**config.mk**
```make
export PLATFORM = sky130hd
export DESIGN_NAME = bcd_timer_ctrl
export DESIGN_NICKNAME = d
export VERILOG_FILES = /design/src/rtl/bcd_timer_ctrl.sv
export SDC_FILE = /design/constraint.sdc
export NUM_CORES = 1
export LEC_CHECK = 0
export BUFFER_PORTS_ARGS = -buffer_cell sky130_fd_sc_hd__buf_2
export CELL_PAD_IN_SITES_DETAIL_PLACEMENT = 1
export CELL_PAD_IN_SITES_GLOBAL_PLACEMENT = 1
export CORE_MARGIN = 5
export CORE_UTILIZATION = 41
export CTS_BUF_LIST = sky130_fd_sc_hd__clkbuf_16
export CTS_CLUSTER_SIZE = 12
export DETAILED_ROUTE_END_ITERATION = 16
export GPL_TIMING_DRIVEN = 1
export PLACE_DENSITY_LB_ADDON = 0.05
export SLEW_MARGIN = 0
export SYNTH_ARGS = -nofsm -noshare
export SYNTH_HDL_FRONTEND = slang
export SYNTH_SLANG_ARGS = --single-unit
```
**constraint.sdc**
```tcl
create_clock -name clk -period 2.9 [get_ports clk]
set_input_delay 0.58 -clock clk [delete_from_list [all_inputs] [get_ports clk]]
set_output_delay 0.58 -clock clk [all_outputs]
set_load 0.05 [all_outputs]
```
**src/rtl/bcd_timer_ctrl.sv**
```systemverilog
// bcd_timer_ctrl: 3-digit BCD up/down timer controller feeding a 7-segment decoder.
// Holds a 000-999 count. Start/pause/clear/load commands control it, and it
// steps once on each count-enable tick while running.
//
// Optional build macro: TIMER_PRESCALER_EN
//   When defined, an internal divider produces one tick every CLK_DIV clk
//   cycles while in RUN, and tick_en is ignored.
//
// Ports:
//   clk            system clock, rising edge
//   rst            synchronous active-high reset
//   tick_en        count-enable pulse (unused with TIMER_PRESCALER_EN)
//   start          level, request RUN
//   pause          level, request PAUSED
//   clear          level, zero count and go IDLE
//   load           level, load load_val (nibbles clamped to 9)
//   load_val[11:0] preset {hundreds,tens,ones}
//   dir            0 = count up, 1 = count down
//   bcd0/1/2[3:0]  ones/tens/hundreds digits (registered)
//   running        high while state is RUN (registered)
//   done           one-cycle terminal-event pulse (registered)
module bcd_timer_ctrl #(
  parameter int unsigned CLK_DIV = 1
) (
  input  logic        clk,
  input  logic        rst,
  input  logic        tick_en,
  input  logic        start,
  input  logic        pause,
  input  logic        clear,
  input  logic        load,
  input  logic [11:0] load_val,
  input  logic        dir,
  output logic [3:0]  bcd0,
  output logic [3:0]  bcd1,
  output logic [3:0]  bcd2,
  output logic        running,
  output logic        done
);

  localparam int unsigned DIG_W  = 4;
  localparam int unsigned N_DIG  = 3;
  localparam int unsigned CNT_W  = DIG_W * N_DIG;
  localparam int unsigned DIV_W  = 24;

  if (CLK_DIV < 1 || CLK_DIV > 32'd16777216) begin : g_bad_clk_div
    $error("bcd_timer_ctrl: CLK_DIV out of range 1..2^24");
  end

  typedef enum logic [1:0] {
    S_IDLE,
    S_RUN,
    S_PAUSED,
    S_DONE
  } state_t;

  state_t             r_state;
  state_t             w_state_nxt;
  logic [CNT_W-1:0]   r_cnt;
  logic [CNT_W-1:0]   w_cnt_nxt;
  logic               r_running;
  logic               r_done;
  logic               w_done_nxt;
  logic               w_run_entry;
  logic               w_run_cycle;
  logic               w_tick;

  // Per-digit BCD increment with carry; 999 wraps to 000.
  function automatic logic [CNT_W-1:0] bcd_inc(input logic [CNT_W-1:0] v);
    logic [CNT_W-1:0] r;
    logic             c;
    r = v;
    c = 1'b1;
    for (int i = 0; i < int'(N_DIG); i++) begin
      if (c) begin
        if (v[i*DIG_W +: DIG_W] == 4'd9) begin
          r[i*DIG_W +: DIG_W] = 4'd0;
        end else begin
          r[i*DIG_W +: DIG_W] = v[i*DIG_W +: DIG_W] + 4'd1;
          c = 1'b0;
        end
      end
    end
    return r;
  endfunction

  // Per-digit BCD decrement with borrow; 000 wraps to 999.
  function automatic logic [CNT_W-1:0] bcd_dec(input logic [CNT_W-1:0] v);
    logic [CNT_W-1:0] r;
    logic             b;
    r = v;
    b = 1'b1;
    for (int i = 0; i < int'(N_DIG); i++) begin
      if (b) begin
        if (v[i*DIG_W +: DIG_W] == 4'd0) begin
          r[i*DIG_W +: DIG_W] = 4'd9;
        end else begin
          r[i*DIG_W +: DIG_W] = v[i*DIG_W +: DIG_W] - 4'd1;
          b = 1'b0;
        end
      end
    end
    return r;
  endfunction

  // Force every nibble into 0..9 so digits never leave BCD range.
  function automatic logic [CNT_W-1:0] bcd_clamp(input logic [CNT_W-1:0] v);
    logic [CNT_W-1:0] r;
    for (int i = 0; i < int'(N_DIG); i++) begin
      r[i*DIG_W +: DIG_W] = (v[i*DIG_W +: DIG_W] > 4'd9) ? 4'd9 : v[i*DIG_W +: DIG_W];
    end
    return r;
  endfunction

`ifdef TIMER_PRESCALER_EN
  logic [DIV_W-1:0] r_div;
  logic             w_div_tick;
  logic             w_unused_tick;

  assign w_unused_tick = tick_en;
  assign w_div_tick    = (r_div == DIV_W'(CLK_DIV - 1));
  assign w_tick        = w_div_tick;

  // Divider restarts on every RUN entry so the first step lands CLK_DIV cycles later.
  always_ff @(posedge clk) begin
    if (rst || clear || w_run_entry) begin
      r_div <= '0;
    end else if (w_run_cycle) begin
      r_div <= w_div_tick ? '0 : r_div + DIV_W'(1);
    end
  end
`else
  assign w_tick = tick_en;
`endif

  // Next-state / next-count with command priority clear > load > pause > start > tick.
  // Commands that are ignored in the current state fall through to lower ones.
  always_comb begin
    w_state_nxt = r_state;
    w_cnt_nxt   = r_cnt;
    w_done_nxt  = 1'b0;
    w_run_entry = 1'b0;
    w_run_cycle = 1'b0;
    if (clear) begin
      w_state_nxt = S_IDLE;
      w_cnt_nxt   = '0;
    end else if (load && (r_state != S_RUN)) begin
      w_state_nxt = S_IDLE;
      w_cnt_nxt   = bcd_clamp(load_val);
    end else if (pause) begin
      // pause also swallows a simultaneous start outside RUN
      if (r_state == S_RUN) begin
        w_state_nxt = S_PAUSED;
      end
    end else if (start && ((r_state == S_IDLE) || (r_state == S_PAUSED))) begin
      if (dir && (r_cnt == '0)) begin
        w_state_nxt = S_DONE;
        w_done_nxt  = 1'b1;
      end else begin
        w_state_nxt = S_RUN;
        w_run_entry = 1'b1;
      end
    end else if (r_state == S_RUN) begin
      w_run_cycle = 1'b1;
      if (w_tick) begin
        if (!dir) begin
          w_cnt_nxt  = bcd_inc(r_cnt);
          w_done_nxt = (w_cnt_nxt == '0);
        end else begin
          w_cnt_nxt = bcd_dec(r_cnt);
          if (w_cnt_nxt == '0) begin
            w_state_nxt = S_DONE;
            w_done_nxt  = 1'b1;
          end
        end
      end
    end
  end

  // State and registered outputs.
  always_ff @(posedge clk) begin
    if (rst) begin
      r_state   <= S_IDLE;
      r_cnt     <= '0;
      r_running <= 1'b0;
      r_done    <= 1'b0;
    end else begin
      r_state   <= w_state_nxt;
      r_cnt     <= w_cnt_nxt;
      r_running <= (w_state_nxt == S_RUN);
      r_done    <= w_done_nxt;
    end
  end

  assign bcd0    = r_cnt[3:0];
  assign bcd1    = r_cnt[7:4];
  assign bcd2    = r_cnt[11:8];
  assign running = r_running;
  assign done    = r_done;

endmodule

```
**Word level (Yosys, flattened, before mapping)**

Cells that the tools add are included.

- Bits of input ports: 20
- Memories: 0
- Bits in read-only memories: 0
- Latch bits: 0
- Register bits after elaboration: 16
- Word-level logic and storage cells: 149
- Bits in writable memories: 0

- Shift operators: 0
- Magnitude comparators: 3
- Add/sub/neg operators: 6
- Mux-type cells: 111
- Divide/modulo/power cells: 0
- Eq/ne operators: 9
- Reductions and logical operators: 16
- Multipliers: 0
- Bitwise logic cells: 0

Operator list:

| kind | count |
|---|---|
| two-way mux 4 bit | 55 |
| two-way mux 12 bit | 6 |
| two-way mux 1 bit | 40 |
| zero test 12 bit | 3 |
| two-way mux 2 bit | 10 |
| adder 4 x 1 -> 4 bit, second input constant | 3 |
| equality test 4 bit, second input constant | 3 |
| greater-than comparator 4 bit, second input constant | 3 |
| zero test 4 bit | 3 |
| subtractor 4 x 1 -> 4 bit, second input constant | 3 |
| equality test 2 x 1 -> 1 bit, second input constant | 2 |
| != test 2 x 1 -> 1 bit, second input constant | 2 |
| AND reduction 4 bit | 1 |
| nonzero test 2 bit | 2 |
| OR reduction 4 bit | 1 |
| logical AND 1 bit | 3 |
| equality test 2 bit, second input constant | 1 |
| zero test 2 bit | 1 |
| != test 2 bit, second input constant | 1 |
| OR reduction 2 bit | 1 |
| logical OR 1 bit | 1 |

**Logic depth before layout (Yosys ltp)**

Gate-level depths: netlist of run 1.

- Depth after elaboration: 35
- Depth in mapped cells: 7
- Depth with buffers taken out: 5

**Worst setup path before layout of run 1**

No wires, ideal clock.

- Path type: register -> register
- Start: register r_cnt[4]
- End: register r_cnt[5]
- Slack: 818 ps
- Period minus slack after synthesis: 2082 ps
- Data arrival time: 2011 ps
- Path buffers: 1
- Cell stages (with the launch flop): 7
- Path through: dfxtp_1 clkbuf_2 or4b_1 a2111oi_2 mux2i_1 nand2_1 a21oi_1

- Cells in the longest elaborated chain, start to end: 16

Ends and longest elaborated chain:

| what | line | source |
|---|---|---|
| start, declared | 59 | `logic [CNT_W-1:0] r_cnt;` |
| start signal, assigned | 189 | `r_cnt <= w_cnt_nxt;` |
| adder 4 x 1 -> 4 bit (tied with other cells) | 79 | `r[i*DIG_W +: DIG_W] = v[i*DIG_W +: DIG_W] + 4'd1;` |
| two-way mux 4 bit (on tied branches) | 76, 95 |  |
| two-way mux 4 bit (on tied branches) | 75, 94 |  |
| two-way mux 4 bit | 166 | `if (!dir) begin` |
| two-way mux 4 bit | 165 | `if (w_tick) begin` |
| two-way mux 4 bit | 163 | `end else if (r_state == S_RUN) begin` |
| two-way mux 4 bit | 155 | `end else if (start && ((r_state == S_IDLE) \|\| (r_state == S_PAUSED))) begin` |
| two-way mux 4 bit | 150 | `end else if (pause) begin` |
| two-way mux 4 bit | 147 | `end else if (load && (r_state != S_RUN)) begin` |
| two-way mux 4 bit | 144 | `if (clear) begin` |
| two-way mux 12 bit * | 166 |  |
| two-way mux 12 bit * | 165 |  |
| two-way mux 12 bit * | 163 |  |
| two-way mux 12 bit * | 155 |  |
| two-way mux 12 bit * | 150 |  |
| two-way mux 12 bit * | 147 |  |

Mark *: on every way between the ends. The rest lies on a longest branch, timed or not. The select of a mux whose other input is x is not followed.
A chain may end at the register's enable or synchronous reset.

**Worst setup path after layout of run 1**

- Start: register r_cnt[1]
- End: register r_done (netlist: done)

- Cells in the longest elaborated chain, start to end: 31

Ends and longest elaborated chain:

| what | line | source |
|---|---|---|
| zero test 4 bit | 95 | `if (v[i*DIG_W +: DIG_W] == 4'd0) begin` |
| two-way mux 1 bit | 95 |  |
| two-way mux 1 bit | 166 |  |
| two-way mux 1 bit | 165 |  |
| two-way mux 1 bit | 163 |  |
| two-way mux 1 bit | 155 |  |
| two-way mux 1 bit | 150 |  |
| two-way mux 1 bit | 147 |  |
| [15 not listed] | -- |  |
| two-way mux 4 bit | 147 |  |
| two-way mux 4 bit | 144 |  |
| zero test 12 bit | 171 | `if (w_cnt_nxt == '0) begin` |
| two-way mux 1 bit | 171 |  |
| two-way mux 1 bit | 166 |  |
| two-way mux 1 bit | 165 |  |
| two-way mux 1 bit | 163 |  |
| two-way mux 1 bit * | 155 |  |
| end signal, assigned | 191 | `r_done <= w_done_nxt;` |
| end, declared | 62 | `logic r_done;` |

Marked as above.

==> results of run 1 <==
[Yosys cell counts, types with 2 or more instances]
| cell | instances |
|---|---|
| a22oi_1 | 2 |
| nand4_1 | 7 |
| o211ai_1 | 2 |
| nand3b_1 | 5 |
| mux2i_1 | 4 |
| nand2b_1 | 8 |
| nor3_1 | 5 |
| a21o_1 | 2 |
| a2111oi_2 | 2 |
| a22o_1 | 2 |
| buf_1 | 2 |
| o22ai_1 | 4 |
| clkbuf_1 | 12 |
| nor4b_1 | 2 |
| nor4_1 | 3 |
| o21ai_0 | 15 |
| o21a_1 | 3 |
| nor2_1 | 19 |
| buf_6 | 2 |
| and2_1 | 3 |
| nor3b_1 | 2 |
| xnor2_1 | 3 |
| or2_2 | 2 |
| nand2_1 | 18 |
| dfxtp_1 | 16 |
| nor2b_1 | 7 |
| or3_1 | 2 |
| a21oi_1 | 17 |
| a31oi_1 | 4 |
| inv_1 | 6 |
| nand3_1 | 6 |
[power by group through the flow]
stage | clock (mW) | combinational [mW] | sequential, mW
final | 0.284 | 0.157 | 0.246
after global routing | 0.298 | 0.171 | 0.247
after CTS | 0.285 | 0.157 | 0.245
after detailed placement | 0 | 0.155 | 0.250
after global placement | 0 | 0.150 | 0.249
after floorplan | 0 | 0.0974 | 0.258
[per-stage QoR]
step	hold slack [ns]	std cells	total power, mW	utilization [%]	setup WS, ns
global route	0.521	283	0.716	48.9	0.661
detailed placement	0.613	279	0.404	46.7	0.642
global placement	0.584	279	0.399	46.7	0.708
CTS	0.521	283	0.688	48.9	0.770
floorplan	0.541	212	0.356	-	0.818
finish	0.522	283	0.688	48.9	0.730
[critical path, cell delays in order, from the launching register on]
cell	delay [ns]
dfxtp_1	0.45
nor4_4	0.68
nand4_2	0.24
or3_1	0.44
a311oi_1	0.26
[final cells by class]
| cell class | instances | area, um^2 | share of cell area (%) |
|---|---|---|---|
| multi-input combinational | 172 | 1080 | 61.6 |
| sequential | 16 | 320 | 18.2 |
| timing repair buffer | 37 | 195 | 11.1 |
| clock buffer | 3 | 75.1 | 4.26 |
| tap | 48 | 60.1 | 3.41 |
| inverter | 6 | 22.5 | 1.28 |
| clock inverter | 1 | 3.75 | 0.213 |
[layer usage]
layer  part of all wire (%)  routed length (um)  global-route usage, %
met5                      0                   0                      0
met4                    1.5                  79                   6.26
met3                    2.9                 156                   3.55
met2                     51                2700                   37.5
met1                     45                2360                   26.6
[state kept, by name (all words and copies together) (netlist names)]
register	count
r_cnt	12
done	1
running	1
r_state	2
[worst paths after layout]
path	slack (ns)	to	from
worst max-delay path	0.73	done	r_cnt[1]
worst min-delay path	0.52	r_state[1]	rst
worst max register to register	0.73	done	r_cnt[1]
worst min register to register	0.63	r_cnt[8]	r_cnt[8]
[logic make-up (layout without fill, tap and decap cells)]
family                    count (synthesis)  count (layout)
buffers and inverters                    24              47
and+or+nand+nor                          99              99
xor gates and xnor gates                  4               4
muxes                                     4               4
DFF                                      16              16
AOI/OAI and AO/OA                        65              65
==> metrics.md, run 1 <==
| Metric | Value |
|---|---|
| Yosys warns | `0` |
| VDD IR max | `0.247 mV` |
| DRT Wirelength | `5300 um` |
| Switching part of the total | `32.0%` |
| Worst-Skew Late Latency | `0.25 ns` |
| All-Layer GR Usage | `21.3%` |
| RD Place Congestion | `0.855` |
| Top cells by area, synth | `dfxtp_1, a21oi_1, o21ai_0, nor2_1, nand2_1` |
| Filler cells | `469` |
| Count of TritonRoute iterations in the first routing pass | `4` |
| # diodes | `0` |
| Compound-Gate Fraction of Synth Area | `28.5%` |
| I/O pin count | `34` |
| Final Hold Vio Count | `0` |
| RSZ-0062 raised after global routing | `false` |
| Top_reg_cell synth | `dfxtp_1` |
| Xor and xnor area share after synthesis | `2.32%` |
| Yosys cell types | `56` |
| Total core area | `3610 um^2` |
| CTS tree | `built` |
| Worst Clk Skew | `0.00461 ns` |
| Vias in the first global route | `1764` |
| First-pass GRT wire length | `8680 um` |
| Max cap viols | `0` |
| Syn Inst Count | `212` |
| Mapped Avg Cell Area | `7.14 um^2` |
| Nets | `256` |
| Clock Path Buffers | `2` |
| Post-synthesis simple-gate area fraction | `38.3%` |
| Num rows | `22` |
| EDFF count, synth | `0` |
| Max Freq | `461 MHz` |
| Chip width | `70.7 um` |
| Adder-Cell Fraction of Synth Area | `0%` |
| Die area | `5000 um^2` |
| Clock power frac | `41.4%` |
| Commonest non-fill, non-tap cell in the layout | `buf_2` |
| Sequential Power Share | `35.7%` |
| Top-area cell type share of the netlist area | `21.2%` |
| Switching power total | `220 uW` |
| Area delta synth->final | `16.5%` |
| Type of origin of the critical path | `register` |
| Max FO, Critical Path | `12` |
| Max-slew violations | `0` |
| Lkg Pwr | `0.661 nW` |
| Total grt overflow | `0` |
| Post-synthesis mux area share | `2.65%` |
| Post-Place Cell Area | `1680 um^2` |
| Largest net degree at the start of global routing | `22` |
| Rel. slew slack | `55.2%` |
| H-tree Lvls | `1` |
| Tmin final | `2.17 ns` |
| Setup TNS | `0 ns` |
| P_int | `468 uW` |
| Layout cell share with drive strength beyond 1 | `20.4%` |
| Hold Path Depth | `2` |
| Largest family of logic cells by synthesized area | `simple AND/OR/NAND/NOR gates` |
| Worst endpoint required time | `3.07 ns` |
| Average wire per standard cell | `18.7 um` |
| Root Buffer | `clkbuf_16` |
| Commonest non-fill, non-tap cells in the layout | `buf_2, nor2_1, nand2_1` |
| Worst Tran Pin Value | `0.666 ns` |
| Clock transition at path regs | `0.06 ns` |
| Synth Cell Area | `1510 um^2` |
| Yosys reg bits | `16` |
| Detail Placement HPWL | `3710 um` |
| Design area | `1760 um^2` |
| Vias | `1747` |
| DRT iter0 DRCs | `125` |
| Endpoints failing setup | `0` |
| Status | `completed` |
| IO Port Bufs | `33` |
| Cts bufs inserted | `3` |
| DRC | `0` |
| CP Capture Type | `register` |
| Power density cells | `390 nW/um^2` |
| Arrival @ worst endpoint | `2.34 ns` |
| Final Cycle Share | `74.8%` |
| Register area share after synthesis | `21.2%` |
| CTS resizes | `0` |
| Sink Count | `16` |
| Starting utilization of the core area | `42.0%` |
| R2r worst-path depth | `4` |
| Vias per std cell | `6.17` |
| Initial antenna violation count | `0` |
| Antenna-violating nets left | `0` |
| Worst hold path class | `in -> reg` |
| Die H | `70.7 um` |
| Combinational share of power | `22.9%` |
| Setup Fix Bufs, Post-CTS | `0` |
| Area leader, netlist | `dfxtp_1` |
| Critical path type | `reg -> reg` |
| Hold-fix buffer count after cts | `0` |
| Post-synth ARST share | `0%` |
| Post-Syn Nets | `232` |
Power figures use the tool's default switching activity.
==> run 2: changes to the inputs <==
--- a/config.mk
+++ b/config.mk
@@ -5,11 +5,12 @@
 export SDC_FILE = /design/constraint.sdc
 export NUM_CORES = 1
 export LEC_CHECK = 0
+export ABC_AREA = 1
 export BUFFER_PORTS_ARGS = -buffer_cell sky130_fd_sc_hd__buf_2
 export CELL_PAD_IN_SITES_DETAIL_PLACEMENT = 1
 export CELL_PAD_IN_SITES_GLOBAL_PLACEMENT = 1
 export CORE_MARGIN = 5
-export CORE_UTILIZATION = 41
+export CORE_UTILIZATION = 36
 export CTS_BUF_LIST = sky130_fd_sc_hd__clkbuf_16
 export CTS_CLUSTER_SIZE = 12
 export DETAILED_ROUTE_END_ITERATION = 16
==> constraint.sdc (replaced) <==
create_clock -name clk -period 2 [get_ports clk]
set_input_delay 0.4 -clock clk [delete_from_list [all_inputs] [get_ports clk]]
set_output_delay 0.4 -clock clk [all_outputs]
set_load 0.05 [all_outputs]
==> metrics.md, run 2 <==
| Metric | Value |
|---|---|
| Rel. slew slack | `67.6%` |
| Hold-fix buffer count after cts | `0` |
| Worst Clk Skew | `0.00143 ns` |
| RD Place Congestion | `0.830` |
| Max cap viols | `0` |
| Top-count cell post-synth | `nand2_1` |
| Worst hold path class | `in -> reg` |
| Top-area cell type share of the netlist area | `22.0%` |
| Yosys cell types | `27` |
| Initial antenna violation count | `0` |
| Final Cycle Share | `89.4%` |
| Worst r2r src | `r_cnt[1]` |
| Sink Count | `16` |
| Antenna-violating nets left | `0` |
| IO Port Bufs | `33` |
| Post-Syn Nets | `275` |
| Average wire per standard cell | `15.1 um` |
| Top_reg_cell synth | `dfxtp_1` |
| Detail Placement HPWL | `4140 um` |
| Total core area | `3970 um^2` |
| Max FO, Critical Path | `7` |
| Area delta synth->final | `22.0%` |
| Yosys warns | `0` |
| Critical path type | `reg -> reg` |
| Biggest register | `r_cnt` |
| Power density cells | `599 nW/um^2` |
| Yosys reg bits | `16` |
| Clock transition at path regs | `0.06 ns` |
| Final Hold Vio Count | `0` |
| DRC | `0` |
| Die area | `5420 um^2` |
| Die H | `73.6 um` |
| Tmin final | `1.79 ns` |
| RSZ-0062 raised after global routing | `false` |
| VDD IR max | `0.239 mV` |
| Worst-Skew Late Latency | `0.25 ns` |
| # diodes | `0` |
| Clock Path Buffers | `2` |
| Hold Path Depth | `2` |
| Layout cell share with drive strength beyond 1 | `19.2%` |
| Count of TritonRoute iterations in the first routing pass | `4` |
| Placed Cells incl. Taps | `337` |
| DRT Wirelength | `5130 um` |
| Worst reg2reg endpoint | `running` |
| Final core utilization | `44.8%` |
| Fin cells | `341` |
| Most instantiated cells after synthesis | `nand2_1, inv_1, o21ai_0` |
| Crit path to | `running` |
| EDFF count, synth | `0` |
| CP Launch Point | `r_cnt[1]` |
| CP Capture Type | `register` |
| Status | `completed` |
| Mapped Avg Cell Area | `5.72 um^2` |
| Max Freq | `559 MHz` |
| H-tree Lvls | `1` |
| Setup Fix Bufs, Post-CTS | `0` |
| Starting utilization of the core area | `36.7%` |
| Max-slew violations | `0` |
| Max reg flops | `12` |
| First-pass GRT wire length | `8880 um` |
| Root Buffer | `clkbuf_16` |
| Top flop regs | `r_cnt (12), r_state (2)` |
| Endpoints failing setup | `0` |
| Commonest non-fill, non-tap cell in the layout | `nand2_1` |
| Post-synth ARST share | `0%` |
| Lkg Pwr | `0.860 nW` |
| Largest net degree at the start of global routing | `17` |
| Total grt overflow | `0` |
| Vias | `1818` |
| Flop2flop setup slack | `0.21 ns` |
| Cts bufs inserted | `3` |
| Top cells by area, synth | `dfxtp_1, nand2_1, o21ai_0, inv_1, nor2_1` |
| Filler cells | `580` |
| I/O pin count | `34` |
| Setup TNS | `0 ns` |
| Vias per std cell | `5.33` |
| DRT iter0 DRCs | `102` |
| Worst Tran Pin Value | `0.486 ns` |
| R2r worst-path depth | `9` |
| Synth Cell Area | `1460 um^2` |
| Arrival @ worst endpoint | `1.92 ns` |
| Register area share after synthesis | `22.0%` |
| Num rows | `23` |
| Syn Inst Count | `255` |
| Chip width | `73.6 um` |
| Commonest non-fill, non-tap cells in the layout | `nand2_1, buf_2, inv_1` |
| CTS tree | `built` |
| All-Layer GR Usage | `21.0%` |
| Worst endpoint required time | `2.13 ns` |
| Area leader, netlist | `dfxtp_1` |
| Nets | `312` |
| Type of origin of the critical path | `register` |
| Vias in the first global route | `1914` |
==> run 2: report_power, final <==
group / internal (mW) / total [mW] / switching (mW)
Clock: 0.267 / 0.420 / 0.154
Sequential: 0.330 / 0.351 / 0.0213
Combinational: 0.0929 / 0.293 / 0.200
Total: 0.689 / 1.07 / 0.376
==> run 2: layout make-up <==
cell class	instances	area, um^2	area share [%]
inverter	32	120	6.76
sequential	16	320	18.0
clock buffer	3	75.1	4.22
clock inverter	1	3.75	0.211
timing repair buffer	40	218	12.2
multi-input combinational	199	978	55.0
tap	50	62.6	3.52
==> run 2: per-stage QoR <==
stage | setup slack [ns] | cell area [um^2] | power, mW | hold slack (ns)
2_1_floorplan | 0.153 | 1460 | 0.558 | 0.466
3_3_place_gp | 0.229 | 1700 | 0.648 | 0.542
3_5_place_dp | 0.218 | 1700 | 0.651 | 0.545
4_1_cts | 0.198 | 1780 | 1.07 | 0.324
5_1_grt | 0.0172 | 1780 | 1.12 | 0.327
6_report | 0.212 | 1780 | 1.07 | 0.321
==> run 2: cells by family after synthesis <==
logic type             synth area share, %
AND/OR/NAND/NOR                       40.9
flip-flops                            22.0
XOR/XNOR                              1.80
AO/OA/AOI/OAI                         24.5
buffers and inverters                 10.9
==> run 2: worst max-delay path: stages, from the launching register on <==
cell and delay, ns:
dfxtp_1 0.38, nor2_4 0.24, nand2_4 0.11, nor2_4 0.19, inv_2 0.08, or4_4 0.43
nand2_2 0.08, inv_2 0.03, nand2_2 0.07, a21oi_1 0.06
==> run 2: routing by layer <==
layer | global-route usage, % | wire length, um | up-vias
met5 | 0 | 0 | -
met2 | 34.3 | 2320 | 31
met4 | 5.63 | 76 | 0
met3 | 3.15 | 182 | 6
met1 | 28.5 | 2550 | 858
li1 | - | - | 923
==> run 2: what timing repair did <==
action,4_1_cts,5_1_grt
hold endpoints to repair,0,0
resized for setup,0,1
setup endpoints to repair,0,2
==> run 2: worst min-delay path by stage <==
stage,start,endpoint,slack (ns)
final,rst,r_state[1],0.32
after global routing,rst,r_state[1],0.33
after CTS,rst,r_state[1],0.32
after detailed placement,r_cnt[7],r_cnt[7],0.54
after global placement,r_cnt[7],r_cnt[7],0.54
after floorplan,rst,r_state[1],0.47
==> run 3: changes to the inputs <==
--- a/config.mk
+++ b/config.mk
@@ -15,7 +15,8 @@
 export CTS_CLUSTER_SIZE = 12
 export DETAILED_ROUTE_END_ITERATION = 16
 export GPL_TIMING_DRIVEN = 1
-export PLACE_DENSITY_LB_ADDON = 0.05
+export PLACE_DENSITY = 0.87
+export REMOVE_ABC_BUFFERS = 1
 export SLEW_MARGIN = 0
 export SYNTH_ARGS = -nofsm -noshare
 export SYNTH_HDL_FRONTEND = slang
==> metrics.md, run 3 (synthesis gave the netlist of run 2 again) <==
| Metric | Value |
|---|---|
| First-pass GRT wire length | `9270 um` |
| Tmin final | `1.87 ns` |
| Critical Path Max Stage Delay | `0.35 ns` |
| Crit-path most repeated cell | `nand2_1` |
| Commonest non-fill, non-tap cells in the layout | `nand2_1, buf_2, inv_1` |
| Area occupied by multi-input gates | `983 um^2` |
| Clock transition at path regs | `0.05 ns` |
| Top flop regs | `r_cnt (12), r_state (2)` |
| Post-Place Cell Area | `1730 um^2` |
| Setup TNS | `0 ns` |
| Worst Tran Pin Value | `0.529 ns` |
| Nets | `319` |
| Worst-Skew Late Latency | `0.25 ns` |
| Worst r2r src | `r_cnt[0]` |
| # diodes | `0` |
| Design area | `1840 um^2` |
| Layout cell share with drive strength beyond 1 | `21.8%` |
| Clock Path Buffers | `2` |
| Commonest non-fill, non-tap cell in the layout | `nand2_1` |
| Endpoints failing setup | `0` |
| CTS tree | `built` |
| DRT Wirelength | `5650 um` |
| Arrival @ worst endpoint | `2.07 ns` |
| Root Buffer | `clkbuf_16` |
| DRT iter0 DRCs | `87` |
| Max FO, Critical Path | `6` |
| Max cap viols | `0` |
| RSZ-0062 raised after global routing | `false` |
| H-tree Lvls | `1` |
| Worst reg2reg endpoint | `r_state[1]` |
| CP Capture Type | `register` |
| Initial antenna violation count | `0` |
| Vias in the first global route | `1944` |
| Max-slew violations | `0` |
| Biggest register | `r_cnt` |
| Die area | `5420 um^2` |
| Count of TritonRoute iterations in the first routing pass | `4` |
| Final Power | `1.09 mW` |
| Detail Placement HPWL | `4150 um` |
| CP Cell Sequence | `buf_4 -> nor2_4 -> nand2_4 -> nor2_4 -> inv_2 -> nand2_1 -> nand2_1 -> nor2_2 -> nand4_1 -> nand2_1 -> nand2_1 -> nand2_2 -> nand2_2 -> nor2_2` |
| Die H | `73.6 um` |
| Rel. slew slack | `64.7%` |
| Vias per std cell | `5.49` |
| Hold Path Depth | `2` |
| Worst endpoint required time | `2.19 ns` |
| Worst hold path class | `in -> reg` |
| Lkg Pwr | `0.896 nW` |
| Type of origin of the critical path | `register` |
| IO Port Bufs | `33` |
| Vias | `1909` |
| RD Place Congestion | `0.846` |
| Antenna-violating nets left | `0` |
| Average wire per standard cell | `16.2 um` |
| Max reg flops | `12` |
| Final Hold Vio Count | `0` |
| Area delta synth->final | `25.9%` |
| Starting utilization of the core area | `36.7%` |
| HP Start | `rst` |
| Status | `completed` |
| Num rows | `23` |
| Cts bufs inserted | `3` |
| Flop2flop setup slack | `0.13 ns` |
| Crit path max-delay cell type | `dfxtp_1` |
| Power density cells | `593 nW/um^2` |
| Chip width | `73.6 um` |
| Sink Count | `16` |
| Register area | `320 um^2` |
| Filler cells | `587` |
| I/O pin count | `34` |
| VDD IR max | `0.288 mV` |
| Worst Clk Skew | `0.00275 ns` |
| R2r worst-path depth | `14` |
| All-Layer GR Usage | `21.9%` |
| Worst Hold End | `r_state[1]` |
| Max Freq | `535 MHz` |
| Final Cycle Share | `93.5%` |
| DRC | `0` |
| Critical path type | `reg -> reg` |
| Total grt overflow | `0` |
| Total core area | `3970 um^2` |
| Largest net degree at the start of global routing | `17` |
## run 3: layout make-up
type                            count  area share [%]
Multi-Input combinational cell    199            53.6
Sequential cell                    16            17.5
Timing Repair Buffer               47            14.7
Inverter                           32            6.54
Clock buffer                        3            4.09
Tap cell                           50            3.41
Clock inverter                      1           0.204
## run 3: worst max-delay path, delay by kind of cell, from the launching register on
| family | cells | cell delay (ns) |
|---|---|---|
| DFF | 1 | 0.35 |
| and+or+nand+nor | 12 | 1.20 |
| buffers and inverters | 2 | 0.24 |
## run 3: power breakdown
part / leakage [nW] / switching, mW / total [mW] / internal [mW]
clock network: 0.0385 / 0.144 / 0.411 / 0.266
registers: 0.130 / 0.0181 / 0.348 / 0.330
logic: 0.727 / 0.222 / 0.329 / 0.108
## run 3: timing repair
action,4_1_cts,5_1_grt
hold buffers,0,0
buffers inserted,0,3
resized for setup,0,2
endpoints found under the setup margin,0,2
## run 3: worst max path at each step
stage,startpoint,to,cells after the start
floorplan,r_state[0],running,5
global placement,r_cnt[0],r_cnt[7],9
detailed placement,r_cnt[0],r_state[1],11
CTS,r_cnt[0],r_state[1],14
global route,r_cnt[0],r_state[1],14
finish,r_cnt[0],r_state[1],14
## run 3: per-stage QoR
step	utilization, %	hold WS (ns)	setup WS [ns]	instances
after floorplan	-	0.466	0.114	247
after global placement	43.5	0.548	0.235	341
after detailed placement	43.5	0.549	0.176	341
after CTS	45.5	0.322	0.0701	345
after global routing	46.2	0.325	0.00451	348
final	46.2	0.317	0.129	348
## run 3: routing by layer
layer  up-vias  part of all wire (%)  track usage (%)  wire (um)
li1        937                     -                -          -
met1       914                    45             27.6       2540
met2        43                    48             37.2       2730
met3        15                   4.0             3.28        228
met4         0                   2.7             8.45        154
met5         -                     0                0          0
